File: src/rtl/cmp_pkg.sv
// Shared definitions for the compare-accelerator bitmap loader: frame
// geometry, word-counter width and the loader state encoding.
package cmp_pkg;

  localparam int WORD_W   = 16;
  localparam int BITMAP_W = 1536;
  localparam int NWORDS   = BITMAP_W / WORD_W;
  localparam int CNT_W    = 7;

  typedef enum logic [1:0] {
    ST_LOAD = 2'd0,
    ST_FIRE = 2'd1,
    ST_WAIT = 2'd2
  } state_t;

endpackage

File: src/rtl/cmp_word_ctr.sv
// Word position counter for the bitmap loader. Clear wins over increment;
// is_last flags the final word slot of a frame.
module cmp_word_ctr
  import cmp_pkg::*;
#(
  parameter int FRAME_WORDS = NWORDS
) (
  input  logic             clk,
  input  logic             rst_n,
  input  logic             clr,
  input  logic             inc,
  output logic [CNT_W-1:0] cnt,
  output logic             is_last
);

  logic [CNT_W-1:0] cnt_r;

  // Word index register: cleared on frame boundaries, advanced per stored word.
  always_ff @(posedge clk or negedge rst_n) begin
    if (!rst_n) begin
      cnt_r <= {CNT_W{1'b0}};
    end else if (clr) begin
      cnt_r <= {CNT_W{1'b0}};
    end else if (inc) begin
      cnt_r <= cnt_r + {{(CNT_W-1){1'b0}}, 1'b1};
    end else begin
      cnt_r <= cnt_r;
    end
  end

  assign cnt     = cnt_r;
  assign is_last = (cnt_r == CNT_W'(FRAME_WORDS - 1));

endmodule

File: src/rtl/cmp_bitmap_loader.sv
// Packs a stream of bus words into one wide note bitmap, fires a single
// start pulse to the compare ALU, holds the bitmap until the ALU's done
// edge, then re-arms. Malformed frames raise a one-cycle load_err.
module cmp_bitmap_loader #(
  parameter int WORD_W   = cmp_pkg::WORD_W,
  parameter int BITMAP_W = cmp_pkg::BITMAP_W
) (
  input  logic                clk,
  input  logic                rst_n,
  input  logic                wr_valid,
  output logic                wr_ready,
  input  logic [WORD_W-1:0]   wr_data,
  input  logic                wr_last,
  input  logic                abort,
  output logic [BITMAP_W-1:0] bitmap,
  output logic                start,
  input  logic                done,
  output logic                busy,
  output logic                load_err,
  output logic [7:0]          frame_cnt
);

  import cmp_pkg::*;

  localparam int NWORDS = BITMAP_W / WORD_W;
  localparam int IDX_W  = $clog2(BITMAP_W);

  state_t                state_r;
  state_t                state_s;
  logic                  done_q_r;
  logic                  start_r;
  logic                  load_err_r;
  logic [7:0]            frame_cnt_r;
  logic [BITMAP_W-1:0]   bitmap_r;

  logic [CNT_W-1:0]      cnt_s;
  logic                  is_last_s;
  logic                  xfer_s;
  logic                  done_edge_s;
  logic                  cnt_clr_s;
  logic                  cnt_inc_s;
  logic                  wr_en_s;
  logic                  bm_clr_s;
  logic                  err_s;
  logic                  frame_inc_s;
  logic [IDX_W-1:0]      wr_base_s;

  cmp_word_ctr #(
    .FRAME_WORDS (NWORDS)
  ) u_word_ctr (
    .clk     (clk),
    .rst_n   (rst_n),
    .clr     (cnt_clr_s),
    .inc     (cnt_inc_s),
    .cnt     (cnt_s),
    .is_last (is_last_s)
  );

  // wr_ready is decoded from state and forced low while reset is asserted.
  assign wr_ready    = rst_n & (state_r == ST_LOAD);
  assign busy        = (state_r == ST_FIRE) | (state_r == ST_WAIT);
  assign xfer_s      = wr_valid & wr_ready;
  assign done_edge_s = done & ~done_q_r;
  assign wr_base_s   = IDX_W'(cnt_s) * IDX_W'(WORD_W);

  // Next-state and per-cycle control decode; abort overrides everything.
  always_comb begin
    state_s     = state_r;
    cnt_clr_s   = 1'b0;
    cnt_inc_s   = 1'b0;
    wr_en_s     = 1'b0;
    bm_clr_s    = 1'b0;
    err_s       = 1'b0;
    frame_inc_s = 1'b0;
    if (abort) begin
      state_s   = ST_LOAD;
      cnt_clr_s = 1'b1;
    end else begin
      case (state_r)
        ST_LOAD: begin
          if (xfer_s) begin
            if (is_last_s && wr_last) begin
              // Final word of a well-formed frame: store it and fire.
              wr_en_s   = 1'b1;
              cnt_clr_s = 1'b1;
              state_s   = ST_FIRE;
            end else if (is_last_s || wr_last) begin
              // last flag and word position disagree: drop the frame.
              err_s     = 1'b1;
              cnt_clr_s = 1'b1;
              bm_clr_s  = 1'b1;
              state_s   = ST_LOAD;
            end else begin
              wr_en_s   = 1'b1;
              cnt_inc_s = 1'b1;
              state_s   = ST_LOAD;
            end
          end else begin
            state_s = ST_LOAD;
          end
        end
        ST_FIRE: begin
          state_s = ST_WAIT;
        end
        ST_WAIT: begin
          // Only a fresh rising edge counts, so a done level left over
          // from the previous frame cannot complete this one.
          if (done_edge_s) begin
            frame_inc_s = 1'b1;
            cnt_clr_s   = 1'b1;
            state_s     = ST_LOAD;
          end else begin
            state_s = ST_WAIT;
          end
        end
        default: begin
          state_s   = ST_LOAD;
          cnt_clr_s = 1'b1;
        end
      endcase
    end
  end

  // State register.
  always_ff @(posedge clk or negedge rst_n) begin
    if (!rst_n) begin
      state_r <= ST_LOAD;
    end else begin
      state_r <= state_s;
    end
  end

  // Registered status outputs and the done edge-detect history.
  always_ff @(posedge clk or negedge rst_n) begin
    if (!rst_n) begin
      done_q_r    <= 1'b0;
      start_r     <= 1'b0;
      load_err_r  <= 1'b0;
      frame_cnt_r <= 8'd0;
    end else begin
      done_q_r   <= done;
      start_r    <= (state_s == ST_FIRE);
      load_err_r <= err_s;
      if (frame_inc_s) begin
        frame_cnt_r <= frame_cnt_r + 8'd1;
      end else begin
        frame_cnt_r <= frame_cnt_r;
      end
    end
  end

  // Bitmap storage: word n lands at bits [WORD_W*n +: WORD_W]; cleared only
  // on a framing error, otherwise held until overwritten by the next frame.
  always_ff @(posedge clk or negedge rst_n) begin
    if (!rst_n) begin
      bitmap_r <= {BITMAP_W{1'b0}};
    end else if (bm_clr_s) begin
      bitmap_r <= {BITMAP_W{1'b0}};
    end else if (wr_en_s) begin
      bitmap_r[wr_base_s +: WORD_W] <= wr_data;
    end else begin
      bitmap_r <= bitmap_r;
    end
  end

  assign bitmap    = bitmap_r;
  assign start     = start_r;
  assign load_err  = load_err_r;
  assign frame_cnt = frame_cnt_r;

endmodule

File: config.mk
export PLATFORM = sky130hd
export DESIGN_NAME = cmp_bitmap_loader
export DESIGN_NICKNAME = d
export VERILOG_FILES = /design/src/rtl/cmp_pkg.sv /design/src/rtl/cmp_word_ctr.sv /design/src/rtl/cmp_bitmap_loader.sv
export SDC_FILE = /design/constraint.sdc
export NUM_CORES = 2
export LEC_CHECK = 0
export BUFFER_PORTS_ARGS = -buffer_cell sky130_fd_sc_hd__buf_2
export CORE_AREA = 2 2 609 611
export CTS_BUF_LIST = sky130_fd_sc_hd__clkbuf_4
export CTS_CLUSTER_SIZE = 20
export DETAILED_ROUTE_END_ITERATION = 8
export DIE_AREA = 0 0 611 613
export GPL_TIMING_DRIVEN = 0
export PLACE_DENSITY = 0.44
export SKIP_CTS_REPAIR_TIMING = 1
export SYNTH_ARGS = -nofsm -noshare
export SYNTH_HDL_FRONTEND = slang
export SYNTH_SLANG_ARGS = --single-unit
File: constraint.sdc
create_clock -name clk -period 2.7 [get_ports clk]
set_input_delay 0.135 -clock clk [delete_from_list [all_inputs] [get_ports clk]]
set_output_delay 0.135 -clock clk [all_outputs]
set_load 0.02 [all_outputs]
## Yosys cells after proc, flatten, opt, wreduce, memory -nomap -nowiden

Cells that the tools add are included.

- Input bits: 22
- Register bits: 1556
- Output and inout bits: 1548

- Equality and inequality tests: 4
- Shifts and indexed selects: 2
- $add $sub $neg: 3
- Mux-type cells: 31
- Reduce and logical (&&, ||, !) cells: 5
- Bitwise logic cells: 5

Operators by type and width:

| cell | number |
|---|---|
| 1536-bit 2-to-1 mux | 2 |
| 1536-bit bitwise mux | 1 |
| 16-bit by 13-bit variable shift with 1536-bit output (first input constant) | 1 |
| 16-bit by 13-bit indexed part select with 1536-bit output | 1 |
| 1-bit 2-to-1 mux | 21 |
| 7-bit 2-to-1 mux | 2 |
| 11-bit negator with 13-bit output | 1 |
| 8-bit by 1-bit adder with 8-bit output (second input constant) | 1 |
| 7-bit by 1-bit adder with 7-bit output (second input constant) | 1 |
| 7-bit == test (second input constant) | 1 |
| 2-bit 2-to-1 mux | 3 |
| 2-bit case mux with 3 select lines | 1 |
| 2-bit by 1-bit == test with 1-bit output (second input constant) | 2 |
| 2-bit nonzero test | 2 |
| 1-bit AND | 3 |
| 1-bit case mux with 3 select lines | 1 |
| 2-bit == test (second input constant) | 1 |
| 2-bit logical NOT | 1 |
| 1-bit logical AND | 1 |
| 1-bit logical OR | 1 |
| 1-bit NOT | 1 |
| 1-bit OR | 1 |

## Logic depth before layout (Yosys ltp)

- Word-level depth: 9
- Gate-level depth with buffers: 14

## Hierarchy

From an unflattened synthesis, not the netlist that was laid out.

- Cells, all modules: 4352
- Area, all modules: 58722.6 um^2

Modules (own cells, without submodules):

| module | times used | cells each | area each (um^2) |
|---|---|---|---|
| cmp_bitmap_loader | 1 | 4320 | 58381.0 |
| cmp_word_ctr | 1 | 32 | 341.6 |

## Worst setup path after synthesis

No wires, ideal clock.

- Path kind: register -> register
- Start: register u_word_ctr.cnt_r[0], in the netlist u_word_ctr.cnt[0]
- End: register bitmap_r[898], in the netlist bitmap[898]
- Arrival time: 2819 ps
- Clock period less this slack: 2940 ps
- Buffers on the path: 4
- Path slack: -240 ps
- Stages on the path, launching flop included: 12
- Data required time: 2578 ps
- Cell sequence: dfrtp_1 > buf_2 > inv_1 > ha_1 > buf_4 > nor3b_2 > a2111o_1 > buf_2 > a21o_1 > or3_1 > buf_2 > a32o_1

- Cells in the longest elaborated chain, start to end: 8

Ends and longest elaborated chain:

| item | RTL line | text |
|---|---|---|
| start, declared | cmp_word_ctr.sv:16 | `logic [CNT_W-1:0] cnt_r;` |
| start signal, assigned | cmp_word_ctr.sv:21 | `cnt_r <= {CNT_W{1'b0}};` |
| start signal, assigned | cmp_word_ctr.sv:23 | `cnt_r <= {CNT_W{1'b0}};` |
| start signal, assigned | cmp_word_ctr.sv:25 | `cnt_r <= cnt_r + {{(CNT_W-1){1'b0}}, 1'b1};` |
| branches (longest 8 deep; another with 11-bit negator with 13-bit output) | n/a |  |
| end signal, assigned | cmp_bitmap_loader.sv:156 | `bitmap_r <= {BITMAP_W{1'b0}};` |
| end signal, assigned | cmp_bitmap_loader.sv:158 | `bitmap_r <= {BITMAP_W{1'b0}};` |
| end signal, assigned by index | cmp_bitmap_loader.sv:160 | `bitmap_r[wr_base_s +: WORD_W] <= wr_data;` |
| end, declared | cmp_bitmap_loader.sv:34 | `logic [BITMAP_W-1:0] bitmap_r;` |

Several ways; the timed one is not identified. The select of a mux whose other input is x is not followed.
A chain may end at the register's enable or synchronous reset.

## Final worst setup path

- Start: register u_word_ctr.cnt_r[0], in the netlist u_word_ctr.cnt[0]
- End: register bitmap_r[759], in the netlist bitmap[759]

Same word-level chain as after synthesis.

==> impl_metrics.toml <==
[synthesis]
ys_ff_latch = 1556
yosysMostFrequentCell = "dfrtp_1"
yosys_most_used_dff = "dfrtp_1"
synth_area_sq_mm = 0.0606
yosys.area.top_type = "dfrtp_1"
synth_nets = 4438
synth_top_area_share_pct = 64.2
synth_edf_count = 0
async_flop_share_pct = 100
synth_area_leaders = "dfrtp_1 64%, o2bb2ai_1 8.7%, a22o_1 8.1%"
syn_inst = 4405
seq_area_frac_synth_pct = 64.2
ys_top_cells_by_count = "1556 x dfrtp_1, 601 x o2bb2ai_1, 563 x a22o_1"
synth_area_per_cell_sq_um = 13.8
ys_types = 88
ys.warnings.count = 0

[setup_path]
crit_fanout = 10
arrival_ps = 4400
crit_buf_inv = 5
cp_num_cells = 11
cp_cell_sequence = "buf_8 > clkinv_8 > ha_4 > clkbuf_16 > xor2_4 > or4_4 > nand2_8 > clkbuf_16 > a31oi_4 > buf_2 > o2bb2ai_1"
cp_slowest_cell = "or4_4"
slowest_delay_ps = 620
cpLargestDelayFamily = "simple AND/OR/NAND/NOR gates"
start_kind = "flip-flop"
critPathKind = "reg -> reg"
end_kind = "flip-flop"
reg2reg_depth = 11
crit_top_cell = "clkbuf_16"
worstPathRequired_ps = 3940

[cts]
clkTransAtPathRegs_ps = 70
cts_tree = "done"
cts-root-buf = "clkbuf_4"
cts.sinks = 1556
insertion_delay_ps = 1490
htreeDepth = 5
numCtsBuffers = 438
cts_buffer_depth = 4

[layout]
fin_area_sq_mm = 0.0902
drive_above_1_share_pct = 49.0
area_delta_synth_final_pct = 48.8
layout.nets = 6917
stdcell_count = 12100

[place]
dp_hpwl_um = 325000
routabilityCongestion = 0.866
portBuffers = 1561
pre_cts_slack_ps = -3110
post-place-cells = 10900
placed_area_sq_mm = 0.0757

[hold_path]
hp-class = "in -> async"

[sta]
setup_slack_ps = -460
max_freq_mhz = 316
tns_ps = -434570
fin_worst_skew_ps = 219
fin_crit_sh_pct = 117
worst_pin_slew_ps = 1490
fin_crit_ps = 3160
holdWs_ps = -1030
relSlewSlack_pct = 0.777
maxSlewViolCount = 0
hold_violations = 535
finalSetupViolations = 1534
rsz0062_at_grt = "yes"

[pwr]
powerDensity_mw_per_mm2 = 544
ir_worst_vdd_uv = 285
power_mw = 49.1
p_leak_nw = 44.2

[routing]
ant_nets = 0
drt_iter0_markers = 4190
totalWireLength_um = 428000
post_drt_wl_per_cell_um = 35.4
drc = 0
drtPass1Iterations = 5
viasPerCell = 4.51
num_vias = 54400

[outcome]
status = "finished with violations"
violations = "negative hold slack, negative setup slack"

[global_routing]
antenna_found_initial = 51
grt_pass1_vias = 53800
grtUsageTotal_pct = 21.4
grt-ovfl-total = 0
grt_pass1_wl_um = 537000
grt_max_degree = 175

[floorplan]
die-width_um = 611
initial_core_util_pct = 16.5
core-area_sq_mm = 0.368
num_io_pins = 1570
die_h_um = 613
die-area_sq_mm = 0.375
std_cell_rows = 223

[run]
cap_viol_max_count = 0
==> layer usage <==
| layer | wire length [um] | GRT usage (%) | up-vias |
|---|---|---|---|
| met5 | 82 | 0 | - |
| li1 | - | - | 22400 |
| met3 | 32400 | 6.24 | 649 |
| met2 | 212000 | 36.7 | 2586 |
| met1 | 164000 | 25.0 | 28700 |
| met4 | 19500 | 8.66 | 12 |
==> cell families (layout without fill, tap and decap cells) <==
kind of cell / count (synthesis) / count (layout) / synth area share, %
AOI/OAI and AO/OA: 1679 / 1679 / 25.4
DFF: 1556 / 1556 / 64.2
and+or+nand+nor: 699 / 699 / 6.08
buffers and inverters: 429 / 3232 / 3.59
xor gates and xnor gates: 16 / 16 / 0.244
muxes: 15 / 15 / 0.264
adders and majority gates: 11 / 11 / 0.227
other: 0 / 30 / 0
==> final timing paths <==
path / startpoint / to / slack (ps)
worst max-delay path: u_word_ctr.cnt[0]$_DFFE_PN0P_ / bitmap[759]$_DFFE_PN0P_ / -460
worst min-delay path: rst_n / bitmap[1091]$_DFFE_PN0P_ / -1030
worst max register to register: u_word_ctr.cnt[0]$_DFFE_PN0P_ / bitmap[759]$_DFFE_PN0P_ / -460
worst min register to register: frame_cnt[7]$_DFFE_PN0P_ / frame_cnt[7]$_DFFE_PN0P_ / 480
max in group asynchronous: rst_n / bitmap[226]$_DFFE_PN0P_ / 170
min in group clk: done / u_word_ctr.cnt[2]$_DFFE_PN0P_ / 120
==> report_power, final <==
group	leakage [nW]	switching [mW]	internal [mW]
logic	19.6	2.24	0.827
registers	21.4	0.153	23.5
clock network	3.25	11.4	11.0
total	44.2	13.8	35.3
==> stage by stage <==
stage / utilization [%] / hold slack (ps)
after floorplan: - / -161
after global placement: 20.3 / 289
after detailed placement: 20.6 / 192
after CTS: 22.1 / -1530
after global routing: 24.5 / -1120
final: 24.5 / -1030
==> tightest hold or removal path, delay by kind of cell <==
| family | cells | cell delay (ps) |
|---|---|---|
| buffers and inverters | 5 | 810 |
==> cells in the final DEF (no fill, tap or decap), drive strengths merged, types with 11 or more instances in the layout <==
cell         count
or3             16
clkinv         120
nand2          264
dlygate4sd3     33
a22o           563
buf           2257
diode           30
a32o           262
nor3            26
inv             21
dfrtp         1556
nand3           60
a22oi           16
nor4            17
nor2           159
o2bb2ai        601
a31oi           46
a21oi           39
clkbuf         794
and2            16
o21ai           36
and3            15
a21boi          13
nand2b          92
ha              11
o221ai          64
==> state kept, by name, summed over array words and instances, names as in the netlist <==
| signal | flops |
|---|---|
| state_r | 2 |
| u_word_ctr.cnt | 7 |
| frame_cnt | 8 |
| load_err | 1 |
| done_q_r | 1 |
| start | 1 |
| bitmap | 1536 |
==> cell type report <==
class / instances / area, sq um
Clock buffer: 629 / 4720
Sequential cell: 1556 / 38900
Multi-Input combinational cell: 2420 / 22200
Clock inverter: 135 / 733
Inverter: 13 / 73.8
Tap cell: 4837 / 6050
Antenna cell: 30 / 75.1
Fill cell: 39000 / 278000
Timing Repair Buffer: 2059 / 13800
Buffer: 396 / 3520
No activity file was read; power rests on OpenSTA's default activity.
